===== src/rtl/bias_fetch_pkg.sv =====
// Shared types and helpers for the bias fetch sequencer.
// Define BIAS_FETCH_PREFETCH_EN for a 2-word buffer that reads ahead while the current word drains.
package bias_fetch_pkg;

`ifdef BIAS_FETCH_PREFETCH_EN
  localparam int BUF_DEPTH = 2;
`else
  localparam int BUF_DEPTH = 1;
`endif

  typedef enum logic [1:0] {
    IDLE  = 2'd0,
    FETCH = 2'd1,
    DRAIN = 2'd2
  } bias_fetch_state_t;

  function automatic int lanes(input int word_w, input int bias_w);
    return word_w / bias_w;
  endfunction

  function automatic int words_for(input int n, input int lanes_per_word);
    return (n + lanes_per_word - 1) / lanes_per_word;
  endfunction

endpackage


===== src/rtl/bias_word_fifo.sv =====
// Small shift-style word FIFO (1 or 2 entries); entry 0 is always the head.
module bias_word_fifo
  import bias_fetch_pkg::*;
#(
  parameter int W     = 64,
  parameter int DEPTH = BUF_DEPTH
) (
  input  logic         clk,
  input  logic         rst_n,
  input  logic         flush,
  input  logic         push,
  input  logic         pop,
  input  logic [W-1:0] din,
  output logic [1:0]   count,
  output logic [W-1:0] head
);

  logic [W-1:0] mem [DEPTH];
  logic [1:0]   wr_idx;

  // A same-cycle pop shifts first, so the new word lands one slot lower.
  assign wr_idx = count - {1'b0, pop};
  assign head   = mem[0];

  always_ff @(posedge clk) begin
    if (!rst_n || flush) begin
      count <= '0;
      for (int i = 0; i < DEPTH; i++) mem[i] <= '0;
    end else begin
      if (pop) begin
        for (int i = 0; i < DEPTH - 1; i++) mem[i] <= mem[i+1];
      end
      for (int i = 0; i < DEPTH; i++) begin
        if (push && wr_idx == 2'(i)) mem[i] <= din;
      end
      count <= count + {1'b0, push} - {1'b0, pop};
    end
  end

endmodule


===== src/rtl/bias_fetch_sequencer.sv =====
// Reads packed bias rows from the bias memory and streams them out one lane per handshake.
// Build option BIAS_FETCH_PREFETCH_EN (see bias_fetch_pkg) only changes throughput.
module bias_fetch_sequencer
  import bias_fetch_pkg::*;
#(
  parameter int BIAS_WORD_BIT_WIDTH = 64,
  parameter int BIAS_ROWS           = 32,
  parameter int BIAS_BIT_WIDTH      = 16,
  parameter int COUNT_W             = 12,
  parameter int ADDR_W              = $clog2(BIAS_ROWS)
) (
  input  logic                           clk,
  input  logic                           rst_n,
  input  logic                           start,
  input  logic                           abort,
  input  logic [ADDR_W-1:0]              start_address,
  input  logic [COUNT_W-1:0]             num_biases,
  input  logic                           global_power_down,
  output logic                           bias_control_chip_select,
  output logic                           bias_control_write_enable,
  output logic [ADDR_W-1:0]              bias_control_address,
  output logic [BIAS_WORD_BIT_WIDTH-1:0] bias_control_data_in,
  output logic [BIAS_WORD_BIT_WIDTH-1:0] bias_control_mask,
  input  logic [BIAS_WORD_BIT_WIDTH-1:0] bias_data_out,
  output logic                           bias_valid,
  input  logic                           bias_ready,
  output logic [BIAS_BIT_WIDTH-1:0]      bias_value,
  output logic                           bias_last,
  output logic                           busy,
  output logic                           done,
  output logic [1:0]                     fsm_state
);

  localparam int LANES  = lanes(BIAS_WORD_BIT_WIDTH, BIAS_BIT_WIDTH);
  localparam int LANE_W = (LANES > 1) ? $clog2(LANES) : 1;
  localparam logic [ADDR_W-1:0] LAST_ROW  = ADDR_W'(BIAS_ROWS - 1);
  localparam logic [LANE_W-1:0] LAST_LANE = LANE_W'(LANES - 1);

  bias_fetch_state_t state_q, state_d;

  logic [ADDR_W-1:0]              addr_q;
  logic [COUNT_W-1:0]             words_left_q;
  logic [COUNT_W-1:0]             num_q;
  logic [COUNT_W-1:0]             idx_q;
  logic [LANE_W-1:0]              lane_q;
  logic                           inflight_q;
  logic                           done_q;
  logic [1:0]                     fifo_count;
  logic [BIAS_WORD_BIT_WIDTH-1:0] fifo_head;
  logic [2:0]                     occupancy;
  logic                           accept, issue, hs, is_last, word_end, push, pop;
  logic [BIAS_BIT_WIDTH-1:0]      lane_vals [LANES];

  assign accept    = (state_q == IDLE) && start && !abort;
  assign occupancy = {1'b0, fifo_count} + {2'b00, inflight_q};
  assign issue     = (state_q == FETCH) && (words_left_q != '0) &&
                     (occupancy < 3'(BUF_DEPTH)) && !global_power_down && !abort;

  // Output handshake: a bias transfers on a rising edge with bias_valid && bias_ready;
  // once bias_valid rises, it and the payload hold until that transfer (or an abort).
  assign bias_valid = (fifo_count != 2'd0);
  assign hs         = bias_valid && bias_ready;
  assign is_last    = (idx_q == num_q - COUNT_W'(1));
  assign word_end   = (lane_q == LAST_LANE) || is_last;
  assign push       = inflight_q && !abort;
  assign pop        = hs && word_end && !abort;
  assign bias_last  = bias_valid && is_last;

  always_comb begin
    for (int i = 0; i < LANES; i++) lane_vals[i] = fifo_head[i*BIAS_BIT_WIDTH +: BIAS_BIT_WIDTH];
  end
  assign bias_value = lane_vals[lane_q];

  assign bias_control_write_enable = 1'b0;
  assign bias_control_data_in      = '0;
  assign bias_control_mask         = '0;
  assign bias_control_address      = addr_q;
  assign done                      = done_q;

  bias_word_fifo #(
    .W     (BIAS_WORD_BIT_WIDTH),
    .DEPTH (BUF_DEPTH)
  ) u_fifo (
    .clk   (clk),
    .rst_n (rst_n),
    .flush (abort),
    .push  (push),
    .pop   (pop),
    .din   (bias_data_out),
    .count (fifo_count),
    .head  (fifo_head)
  );

  always_ff @(posedge clk) begin
    if (!rst_n) state_q <= IDLE;
    else        state_q <= state_d;
  end

  always_comb begin
    state_d = state_q;
    if (abort) begin
      state_d = IDLE;
    end else begin
      case (state_q)
        IDLE:    if (start && num_biases != '0) state_d = FETCH;
        FETCH:   if (issue && words_left_q == COUNT_W'(1)) state_d = DRAIN;
        DRAIN:   if (hs && is_last) state_d = IDLE;
        default: state_d = IDLE;
      endcase
    end
  end

  always_comb begin
    bias_control_chip_select = issue;
    busy                     = (state_q != IDLE);
    fsm_state                = 2'(state_q);
  end

  always_ff @(posedge clk) begin
    if (!rst_n) begin
      addr_q       <= '0;
      words_left_q <= '0;
      num_q        <= '0;
      idx_q        <= '0;
      lane_q       <= '0;
      inflight_q   <= 1'b0;
      done_q       <= 1'b0;
    end else if (abort) begin
      words_left_q <= '0;
      idx_q        <= '0;
      lane_q       <= '0;
      inflight_q   <= 1'b0;
      done_q       <= 1'b0;
    end else begin
      inflight_q <= issue;
      // Zero-length jobs complete straight from IDLE without ever going busy.
      done_q     <= (accept && num_biases == '0) || (hs && is_last);
      if (accept) begin
        addr_q       <= start_address;
        words_left_q <= COUNT_W'(words_for(int'(num_biases), LANES));
        num_q        <= num_biases;
        idx_q        <= '0;
        lane_q       <= '0;
      end else begin
        if (issue) begin
          addr_q       <= (addr_q == LAST_ROW) ? '0 : addr_q + ADDR_W'(1);
          words_left_q <= words_left_q - COUNT_W'(1);
        end
        if (hs) begin
          idx_q  <= idx_q + COUNT_W'(1);
          lane_q <= word_end ? '0 : lane_q + LANE_W'(1);
        end
      end
    end
  end

endmodule


===== config.mk =====
export PLATFORM = sky130hd
export DESIGN_NAME = bias_fetch_sequencer
export DESIGN_NICKNAME = d
export VERILOG_FILES = /design/src/rtl/bias_fetch_pkg.sv /design/src/rtl/bias_word_fifo.sv /design/src/rtl/bias_fetch_sequencer.sv
export SDC_FILE = /design/constraint.sdc
export NUM_CORES = 1
export LEC_CHECK = 0
export BUFFER_PORTS_ARGS = -buffer_cell sky130_fd_sc_hd__buf_2
export CAP_MARGIN = 20
export CORE_MARGIN = 5
export CORE_UTILIZATION = 45
export DETAILED_ROUTE_END_ITERATION = 7
export GPL_TIMING_DRIVEN = 0
export PLACE_DENSITY = 0.83
export SLEW_MARGIN = 5
export SYNTH_ARGS = -nofsm -noshare
export SYNTH_HDL_FRONTEND = slang
export SYNTH_SLANG_ARGS = --single-unit

===== constraint.sdc =====
create_clock -name clk -period 5.64 [get_ports clk]
set_input_delay 1.128 -clock clk [delete_from_list [all_inputs] [get_ports clk]]
set_output_delay 1.128 -clock clk [all_outputs]
set_load 0.1 [all_outputs]

==> results of run 1 <==
cell families (layout without fill, tap and decap cells):
| logic type | after synthesis | after routing | share of synthesized area |
|---|---|---|---|
| buffers and inverters | 166 | 310 | 0.1723 |
| xor gates and xnor gates | 47 | 47 | 0.06147 |
| DFF | 113 | 113 | 0.4335 |
| muxes | 18 | 18 | 0.05680 |
| and+or+nand+nor | 232 | 232 | 0.1827 |
| other | 1 | 130 | 0.0005600 |
| adders and majority gates | 9 | 9 | 0.01682 |
| AOI/OAI and AO/OA | 73 | 73 | 0.07586 |
power groups by stage:
stage	Sequential [uW]	Clock, uW	Combinational [uW]
2_1_floorplan	947	0	577
3_3_place_gp	930	0	658
3_5_place_dp	930	0	661
4_1_cts	914	1010	663
5_1_grt	917	1050	697
6_report	914	999	669
final cells by class:
type / instances / area, um^2 / share of cell area
Timing Repair Buffer: 113 / 565.5 / 0.06626
Clock inverter: 11 / 116.4 / 0.01363
Multi-Input combinational cell: 508 / 3128 / 0.3665
Antenna cell: 1 / 2.502 / 0.0002932
Clock buffer: 20 / 436.7 / 0.05116
Inverter: 12 / 45.04 / 0.005277
Tap cell: 184 / 230.2 / 0.02697
Buffer: 154 / 1109 / 0.1299
Sequential cell: 113 / 2903 / 0.3401
how the worst max path moves through the flow:
stage | startpoint | endpoint | slack, ns | cells after the start
after floorplan | num_q[0]$_SDFFE_PN0P_ | bias_last | 1.11 | 8
after global placement | num_q[0]$_SDFFE_PN0P_ | u_fifo.mem[0][0]$_SDFFCE_PN0P_ | 0.83 | 9
after detailed placement | num_q[0]$_SDFFE_PN0P_ | bias_last | 1.63 | 9
after CTS | num_q[0]$_SDFFE_PN0P_ | bias_last | 1.19 | 9
after global routing | num_q[0]$_SDFFE_PN0P_ | bias_last | 0.96 | 9
final | num_q[0]$_SDFFE_PN0P_ | bias_last | 1.21 | 9
metrics by stage:
| stage | instance area [um^2] | cells | total power (uW) | worst slack, ns |
|---|---|---|---|---|
| floorplan | 7177 | 787 | 1524 | 1.114 |
| global placement | 7973 | 1084 | 1588 | 0.8341 |
| detailed placement | 7980 | 1084 | 1591 | 1.633 |
| CTS | 8533 | 1115 | 2587 | 1.189 |
| global route | 8536 | 1116 | 2663 | 0.9582 |
| finish | 8536 | 1116 | 2581 | 1.214 |
worst max-delay path: stages, from the launching register on:
cell	delay, ns
dfxtp_1	0.35
inv_1	0.07
ha_1	0.25
or3b_1	0.46
or4_1	0.44
xnor2_1	0.17
a2111oi_4	0.33
nand4_1	0.23
nor2b_1	0.15
buf_2	0.43
registers in the layout, summed over array words and instances, names as in the netlist:
register              flops
num_q                    12
u_fifo.count              2
done                      1
words_left_q             12
inflight_q                1
u_fifo.mem               64
idx_q                    12
fsm_state                 2
bias_control_address      5
lane_q                    2
cells in the final DEF (no fill, tap or decap), types with 9 or more instances in the layout:
| master | synthesis | routed |
|---|---|---|
| buf_2 | 1 | 114 |
| ha_1 | 9 | 9 |
| nand2_1 | 52 | 51 |
| nor2_1 | 35 | 35 |
| conb_1 | 1 | 129 |
| a21boi_0 | 12 | 12 |
| edfxtp_1 | 64 | 64 |
| buf_4 | 129 | 129 |
| clkbuf_16 | 0 | 17 |
| a21oi_1 | 19 | 19 |
| nor3_1 | 10 | 10 |
| xor2_1 | 25 | 25 |
| dfxtp_1 | 49 | 49 |
| nand3_1 | 17 | 17 |
| inv_1 | 11 | 11 |
| mux4_2 | 16 | 16 |
| and2_1 | 67 | 67 |
| nor4_1 | 12 | 12 |
| o21ai_0 | 17 | 17 |
| clkbuf_1 | 14 | 17 |
| xnor2_1 | 22 | 22 |
layer usage:
layer | vias to the layer above | share of wire
li1 | 2552 | -
met1 | 2356 | 0.39
met2 | 207 | 0.52
met3 | 41 | 0.063
met4 | 0 | 0.029
met5 | - | 0
==> results by group, run 1 <==
Route
  • Detailed Routing Iterations Pass 1: 5
  • Residual DRC count: 0
  • Via count: just over 5000
  • Violation count after the first detailed-route iteration: approximately 240
  • Antenna Nets Post-Route: 0
  • WL final: 15.52 mm
  • DR WL/cell: around 14 um
  • Vias per inst: 4.620

Timing
  • Setup violators final: 0
  • Final Hold Vio Count: 0
  • Clock skew: 0.008841 ns
  • Slew at the pin closest to its max-slew limit: ~0.82 ns
  • Slew Viols, Final: 0
  • Final setup TNS: 0 ns
  • Tcrit/Tclk final: 0.7848
  • Slew headroom: 0.4550
  • Unrepaired setup endpoints after global routing: false
  • Max Fclk: around 230 MHz
  • Post-layout minimum cycle time: roughly 4.4 ns
  • Hold Slack: roughly 0.48 ns

Synthesis
  • Synth async-reset ratio: 0
  • Post-synth EDFFs: 64
  • #FFs+latches synth: between 100 and 150
  • Netlist Area Pre-Place: between 6000 and 7000 um^2
  • Synthesized instance count: around 660
  • Synth area leader: edfxtp_1
  • Main synth FF type: edfxtp_1
  • Post-synth top cells: 129 x buf_4, 67 x and2_1, 64 x edfxtp_1
  • Syn Area/Cell: a little over 10 um^2
  • Synth Warn #: 0
  • Unique masters post-synth: 53
  • Top cell type's share of synthesized area: 0.2870
  • Leading post-synthesis cells by cell area: edfxtp_1 29%, dfxtp_1 15%, buf_4 14%
  • Count leader, synth: buf_4
  • Post-synthesis sequential area ratio: 0.4335

Clock tree
  • CTS Buffer Depth: 2
  • Clk sinks: 113
  • Hold_buf cts: 0
  • Worst-path clk slew: 0.05 ns
  • Post-CTS sizing: 0
  • CTS buffer count: 17
  • Setup bufs post-CTS: 0
  • Clk_lat worst skew: between 0.4 and 0.5 ns
  • Root buffer cell: clkbuf_16
  • CTS tree: yes
  • CTS H-tree depth: 4

Power
  • Sequential Power Share: 0.354
  • Worst IR drop on VDD: 0.1573 mV
  • Pwr/cell area: just over 300 nW/um^2
  • Int Pwr: around 1700 uW
  • Net Sw Power: about 900 uW
  • Leak pwr: between 0.003 and 0.004 uW
  • Sw frac: 0.3521
  • Gate power share: 0.259
  • Clock share of power: 0.387

Job
  • Max_cap viols: 0

Hold path
  • Worst Hold End: num_q[11]$_SDFFE_PN0P_
  • Min-delay worst type: reg -> reg
  • Hold_sp: num_q[11]$_SDFFE_PN0P_
  • Hold path depth: 2

Global routing
  • GR Util met1: 0.2040
  • GR Util met2: 0.3088
  • Vias in the first global route: between 5000 and 6000
  • Total gr overflow: 0
  • GRT Resource Usage Total: 0.1777
  • First-pass GRT wire length: ~25 mm
  • Top Usage Layer GRT: met2
  • Met3 Use GR: 0.04618
  • Initial antenna violation count: 1
  • Largest net degree at the start of global routing: 65

Placement
  • Detailed Place HPWL: 11.73 mm
  • IO buf count: roughly 110
  • Gpl congestion: about 0.85

Final layout
  • Share of cells above drive strength 1: 0.3276
  • Area growth syn-to-layout: 27.47%
  • Fillcell total: around 1300
  • Nets: 1015
  • Final core occ: 0.5851

Setup path
  • Required time of the critical path: ~4.5 ns
  • Worst flop-to-flop path endpoint: u_fifo.count[1]$_SDFF_PP0_
  • Startpoint Class: flip-flop
  • Endpoint class of the critical path: output pin
  • Worst r2r path cells: 13
  • CP arrival: between 3 and 4 ns
  • Crit path max fanout: 6
  • Crit path kind: reg -> out
  • Launching point of the worst reg2reg path: num_q[0]$_SDFFE_PN0P_
  • Reg2reg setup slack: a little under 2 ns

Floorplanning
  • Num ports: about 240
  • Core area: approximately 15000 um^2
  • Initial core utilization: 0.4590
  • Row cnt: 44
  • Die width: between 100 and 150 um
  • Die H: between 100 and 150 um
  • Die Footprint: about 17000 um^2

Run status
  • Status: finished clean
(Power assumes the default switching activity.)
==> run 2, diff against run 1 <==
Clock period 5.64 ns to 4.2 ns, I/O delays scaled along.
==> results by group, run 2 (synthesized netlist as in run 1, its figures left out) <==
Run status
  • Status: finished clean

Setup path
  • Crit-path cells: inv_1 -> ha_1 -> or3b_1 -> or4_1 -> xnor2_1 -> a2111oi_4 -> nand4_1 -> nor2b_2 -> buf_4
  • Critical path's top delay family: simple AND/OR/NAND/NOR gates
  • Required time of the critical path: approximately 3.4 ns
  • Crit path max fanout: 6
  • Worst flop-to-flop path endpoint: u_fifo.count[1]$_SDFF_PP0_
  • CP max stage delay: approximately 0.48 ns
  • Worst r2r path cells: 13
  • Launching point of the worst reg2reg path: num_q[0]$_SDFFE_PN0P_
  • Slowest-stage cell, CP: or3b_1
  • CP arrival: 3.18 ns
  • Endpoint class of the critical path: output pin
  • Crit path kind: reg -> out
  • Startpoint Class: flip-flop
  • Crit path buf inv count: 2
  • Reg2reg setup slack: ~0.51 ns

Route
  • Via count: slightly above 5000
  • Violation count after the first detailed-route iteration: approximately 340
  • Vias per inst: between 4 and 5
  • DR WL/cell: roughly 14 um
  • Antenna Nets Post-Route: 0
  • WL final: 15.56 mm
  • Detailed Routing Iterations Pass 1: 4
  • Residual DRC count: 0

Placement
  • Post-Place Cells: about 1100
  • IO buf count: ~110
  • Gpl congestion: approximately 0.87
  • Dpl cell area: about 8000 um^2
  • Detailed Place HPWL: about 12 mm

Timing
  • Post-layout minimum cycle time: 4.016 ns
  • Final setup TNS: 0 ns
  • Unrepaired setup endpoints after global routing: false
  • Tcrit/Tclk final: 0.9561
  • Setup violators final: 0
  • Slew headroom: 0.4574
  • Max Fclk: ~250 MHz
  • Clock skew: roughly 0.0088 ns
  • Final Hold Vio Count: 0
  • Slew at the pin closest to its max-slew limit: slightly above 0.8 ns
  • Hold Slack: roughly 0.48 ns
  • Slew Viols, Final: 0

Floorplanning
  • Row cnt: 44
  • Die width: about 130 um
  • Die H: ~130 um
  • Die Footprint: between 15000 and 20000 um^2
  • Num ports: between 200 and 250
  • Initial core utilization: 0.4590
  • Core area: approximately 15000 um^2

Clock tree
  • CTS H-tree depth: 4
  • CTS Buffer Depth: 2
  • CTS buffer count: 17
  • Worst-path clk slew: approximately 0.050 ns
  • Root buffer cell: clkbuf_16
  • Clk_lat worst skew: 0.41 ns
  • CTS tree: yes
  • Clk sinks: 113

Power
  • Pwr/cell area: roughly 420 nW/um^2
  • Worst IR drop on VDD: 0.2574 mV
  • Leak pwr: roughly 0.004 uW

Final layout
  • Commonest non-fill, non-tap cell in the layout: buf_4
  • Final non-filler cell total: between 1000 and 1500
  • Nets: between 1000 and 1500
  • Largest register by flop count: u_fifo.mem
  • Share of cells above drive strength 1: 0.3305
  • Final core occ: 0.5896
  • # diodes: 0
  • Largest register FFs: 64
  • Area growth syn-to-layout: 28.46%
  • Most frequent cells in the layout: 130 x buf_4, 129 x conb_1, 113 x buf_2, 67 x and2_1, 64 x edfxtp_1
  • Post-route cell area: between 8000 and 9000 um^2

Global routing
  • Initial antenna violation count: 0
  • Total gr overflow: 0
  • First-pass GRT wire length: between 20 and 30 mm
  • Vias in the first global route: around 5000
  • GRT Resource Usage Total: 0.1758
  • Largest net degree at the start of global routing: 65

Hold path
  • Min-delay worst type: reg -> reg
  • Hold_sp: num_q[9]$_SDFFE_PN0P_
  • Worst Hold End: num_q[9]$_SDFFE_PN0P_
  • Hold path depth: 2

Job
  • Max_cap viols: 0
[run 2: cell count changes in the layout (fill, tap and decap cells not counted), sizes merged]
| cell | previous run | this run |
|---|---|---|
| clkinv | 5 | 9 |
| clkinvlp | 5 | 2 |
| bufinv | 2 | 4 |
| inv | 11 | 12 |
| clkbuf | 34 | 31 |
| diode | 1 | 0 |
[run 2: power breakdown]
part	internal [uW]	switching [uW]	leakage (uW)	total (uW)
Clock	986	506	0.000296	1490
Sequential	1210	21.7	0.00111	1230
Combinational	179	718	0.00260	898
[run 2: worst max-delay path by stage]
stage	start	slack, ns	endpoint	depth (start not counted)
2_1_floorplan	num_q[0]$_SDFFE_PN0P_	0.09	u_fifo.mem[0][0]$_SDFFCE_PN0P_	9
3_3_place_gp	num_q[0]$_SDFFE_PN0P_	-0.61	u_fifo.mem[0][37]$_SDFFCE_PN0P_	9
3_5_place_dp	num_q[0]$_SDFFE_PN0P_	0.46	bias_last	9
4_1_cts	num_q[0]$_SDFFE_PN0P_	0.01	bias_last	9
5_1_grt	num_q[0]$_SDFFE_PN0P_	0.005	bias_last	9
6_report	num_q[0]$_SDFFE_PN0P_	0.18	bias_last	9
[run 2: cell type report]
type                            instances  area (um^2)
Inverter                               12        45.04
Clock buffer                           17        425.4
Buffer                                154         1109
Multi-Input combinational cell        508         3131
Tap cell                              184        230.2
Sequential cell                       113         2903
Timing Repair Buffer                  113        568.0
Clock inverter                         15        191.4
Fill cell                            1281         5987
[run 2: per-stage QoR]
step	total power, uW	setup slack [ns]
global route	3730	0.005040
finish	3617	0.1844
floorplan	2046	0.09367
global placement	2133	-0.6144
CTS	3626	0.01014
detailed placement	2138	0.4591
[run 2: tightest hold or removal path, delay by kind of cell, from the launching register on]
kind / cells / cell delay, ns
compound gates: 1 / 0.06
flops: 1 / 0.32
simple gates: 1 / 0.05
[run 2: layer usage]
| metal | part of all wire | GRT usage | wire length (um) | vias up |
|---|---|---|---|---|
| met5 | 0 | 0 | 0 | - |
| met4 | 0.018 | 0.06343 | 283 | 0 |
| met3 | 0.065 | 0.05153 | 1008 | 20 |
| met2 | 0.52 | 0.3054 | 8047 | 179 |
| met1 | 0.40 | 0.2059 | 6223 | 2326 |
| li1 | - | - | - | 2549 |
[run 2: timing repair]
item                       CTS  global route
resized for setup            0             2
setup buffers                0             0
setup endpoints to repair    0             1
hold buffers                 0             0
==> run 3, diff against run 2 <==
Settings changed: CAP_MARGIN 20 to unset, CORE_MARGIN 5 to 1.5.
==> results by group, run 3 (synthesized netlist as in run 1, its figures left out) <==
Route
  • Antenna Nets Post-Route: 0
  • Detailed Routing Iterations Pass 1: 5
  • Vias per inst: around 4.6
  • Residual DRC count: 0
  • Violation count after the first detailed-route iteration: ~400
  • WL final: 14.78 mm
  • Via count: 5123
  • DR WL/cell: around 13 um

Setup path
  • Required time of the critical path: about 3.4 ns
  • Crit path max fanout: 6
  • CP arrival: 3.17 ns
  • Endpoint class of the critical path: output pin
  • Reg2reg setup slack: around 0.37 ns
  • Worst r2r path cells: 14
  • Crit path kind: reg -> out
  • Launching point of the worst reg2reg path: num_q[0]$_SDFFE_PN0P_
  • Critical path depth in cells: 9
  • Startpoint Class: flip-flop
  • Worst flop-to-flop path endpoint: u_fifo.count[1]$_SDFF_PP0_
  • Crit path buf inv count: 2
  • Slowest-stage cell, CP: or3b_4
  • Critical path's top delay family: simple AND/OR/NAND/NOR gates
  • Worst Setup SP: num_q[0]$_SDFFE_PN0P_
  • CP max stage delay: 0.43 ns
  • Crit path capture: bias_last
  • Crit-path cells: inv_1 -> ha_2 -> or3b_4 -> or4_1 -> xnor2_1 -> a2111oi_4 -> nand4_1 -> nor2b_2 -> buf_8

Floorplanning
  • Initial core utilization: 0.4607
  • Die Footprint: 15620 um^2
  • Core area: 14530 um^2
  • Num ports: 244
  • Die H: 125.0 um
  • Die width: about 120 um
  • Row cnt: 44

Power
  • Pwr/cell area: around 400 nW/um^2
  • Worst IR drop on VDD: 0.2426 mV
  • Total power: 3506 uW
  • Leak pwr: about 0.004 uW

Timing
  • Clock skew: 0.009389 ns
  • Final Hold Vio Count: 0
  • Slew headroom: 0.4527
  • Tcrit/Tclk final: 0.9539
  • Slew at the pin closest to its max-slew limit: between 0.8 and 0.9 ns
  • Max Fclk: between 200 and 250 MHz
  • Post-layout minimum cycle time: between 4 and 5 ns
  • Final worst slack: roughly 0.19 ns
  • Setup violators final: 0
  • Slew Viols, Final: 0

Final layout
  • Largest register by flop count: u_fifo.mem
  • Largest register FFs: 64
  • Nets: 1017
  • Area growth syn-to-layout: 28.20%
  • Share of cells above drive strength 1: 0.3351
  • Final core occ: 0.5907
  • # diodes: 0
  • Reg area: 2903 um^2
  • Commonest non-fill, non-tap cell in the layout: buf_4
  • Most frequent cells in the layout: 131 x buf_4, 129 x conb_1, 113 x buf_2, 67 x and2_1, 64 x edfxtp_1
  • Final non-filler cell total: 1118
  • Multi-input logic area: roughly 3100 um^2
  • Fillcell total: 1239
  • Post-route cell area: between 8000 and 9000 um^2

Placement
  • Setup WS pre-CTS: between 0.4 and 0.5 ns
  • Gpl congestion: ~0.86
  • Post-Place Cells: approximately 1100
  • Dpl cell area: ~8000 um^2
  • Detailed Place HPWL: 10.89 mm
  • IO buf count: 113

Clock tree
  • CTS Buffer Depth: 2
  • CTS buffer count: 17
  • CTS H-tree depth: 4
  • Clk sinks: between 100 and 150
  • Clk_lat worst skew: between 0.4 and 0.5 ns
  • CTS tree: yes
  • Root buffer cell: clkbuf_16
  • Worst-path clk slew: about 0.050 ns

Global routing
  • First-pass GRT wire length: between 20 and 25 mm
  • Largest net degree at the start of global routing: between 60 and 70
  • Total gr overflow: 0
  • Initial antenna violation count: 0
  • GRT Resource Usage Total: 0.1896
  • Vias in the first global route: 4671

Run status
  • Status: finished clean

Job
  • Max_cap viols: 0

Hold path
  • Min-delay worst type: reg -> reg
-- run 3: cell type report --
| type | count | area share |
|---|---|---|
| Timing Repair Buffer | 115 | 0.06879 |
| Buffer | 154 | 0.1291 |
| Tap cell | 184 | 0.02682 |
| Sequential cell | 113 | 0.3381 |
| Clock buffer | 18 | 0.04999 |
| Multi-Input combinational cell | 508 | 0.3653 |
| Clock inverter | 14 | 0.01662 |
| Inverter | 12 | 0.005247 |
-- run 3: what timing repair did --
action / 4_1_cts / 5_1_grt
setup buffers: 0 / 2
resized for setup: 0 / 6
setup endpoints to repair: 0 / 1
hold buffers: 0 / 0
-- run 3: worst min path at each step --
stage	startpoint	endpoint	cells past startpoint
3_5_place_dp	num_q[9]$_SDFFE_PN0P_	num_q[9]$_SDFFE_PN0P_	2
5_1_grt	num_q[9]$_SDFFE_PN0P_	num_q[9]$_SDFFE_PN0P_	2
3_3_place_gp	num_q[9]$_SDFFE_PN0P_	num_q[9]$_SDFFE_PN0P_	2
6_report	num_q[9]$_SDFFE_PN0P_	num_q[9]$_SDFFE_PN0P_	2
4_1_cts	num_q[9]$_SDFFE_PN0P_	num_q[9]$_SDFFE_PN0P_	2
2_1_floorplan	num_q[11]$_SDFFE_PN0P_	num_q[11]$_SDFFE_PN0P_	2
-- run 3: metal layers --
layer  share of wire  up-vias  global-route usage
met1            0.41     2344              0.2282
met3           0.066       33             0.04579
met5               0        -                   0
met4           0.024        0             0.08757
li1                -     2549                   -
met2            0.50      197              0.3218
-- run 3: metrics by stage --
step / hold WS [ns] / setup TNS, ns
after floorplan: 0.4551 / 0
after global placement: 0.4756 / -37.75
after detailed placement: 0.4772 / 0
after CTS: 0.4853 / 0
after global routing: 0.5095 / -0.01209
final: 0.4799 / 0
-- run 3: power breakdown --
group	leakage [uW]	internal [uW]	total, uW	switching [uW]
clock	0.000265	866	1380	515
combinational	0.00261	181	896	715
sequential	0.00111	1210	1230	22.6
-- run 3: tightest hold or removal path, stage by stage (launching register included) --
cell      delay, ns
dfxtp_1        0.32
nand2_1        0.05
a21boi_0       0.06
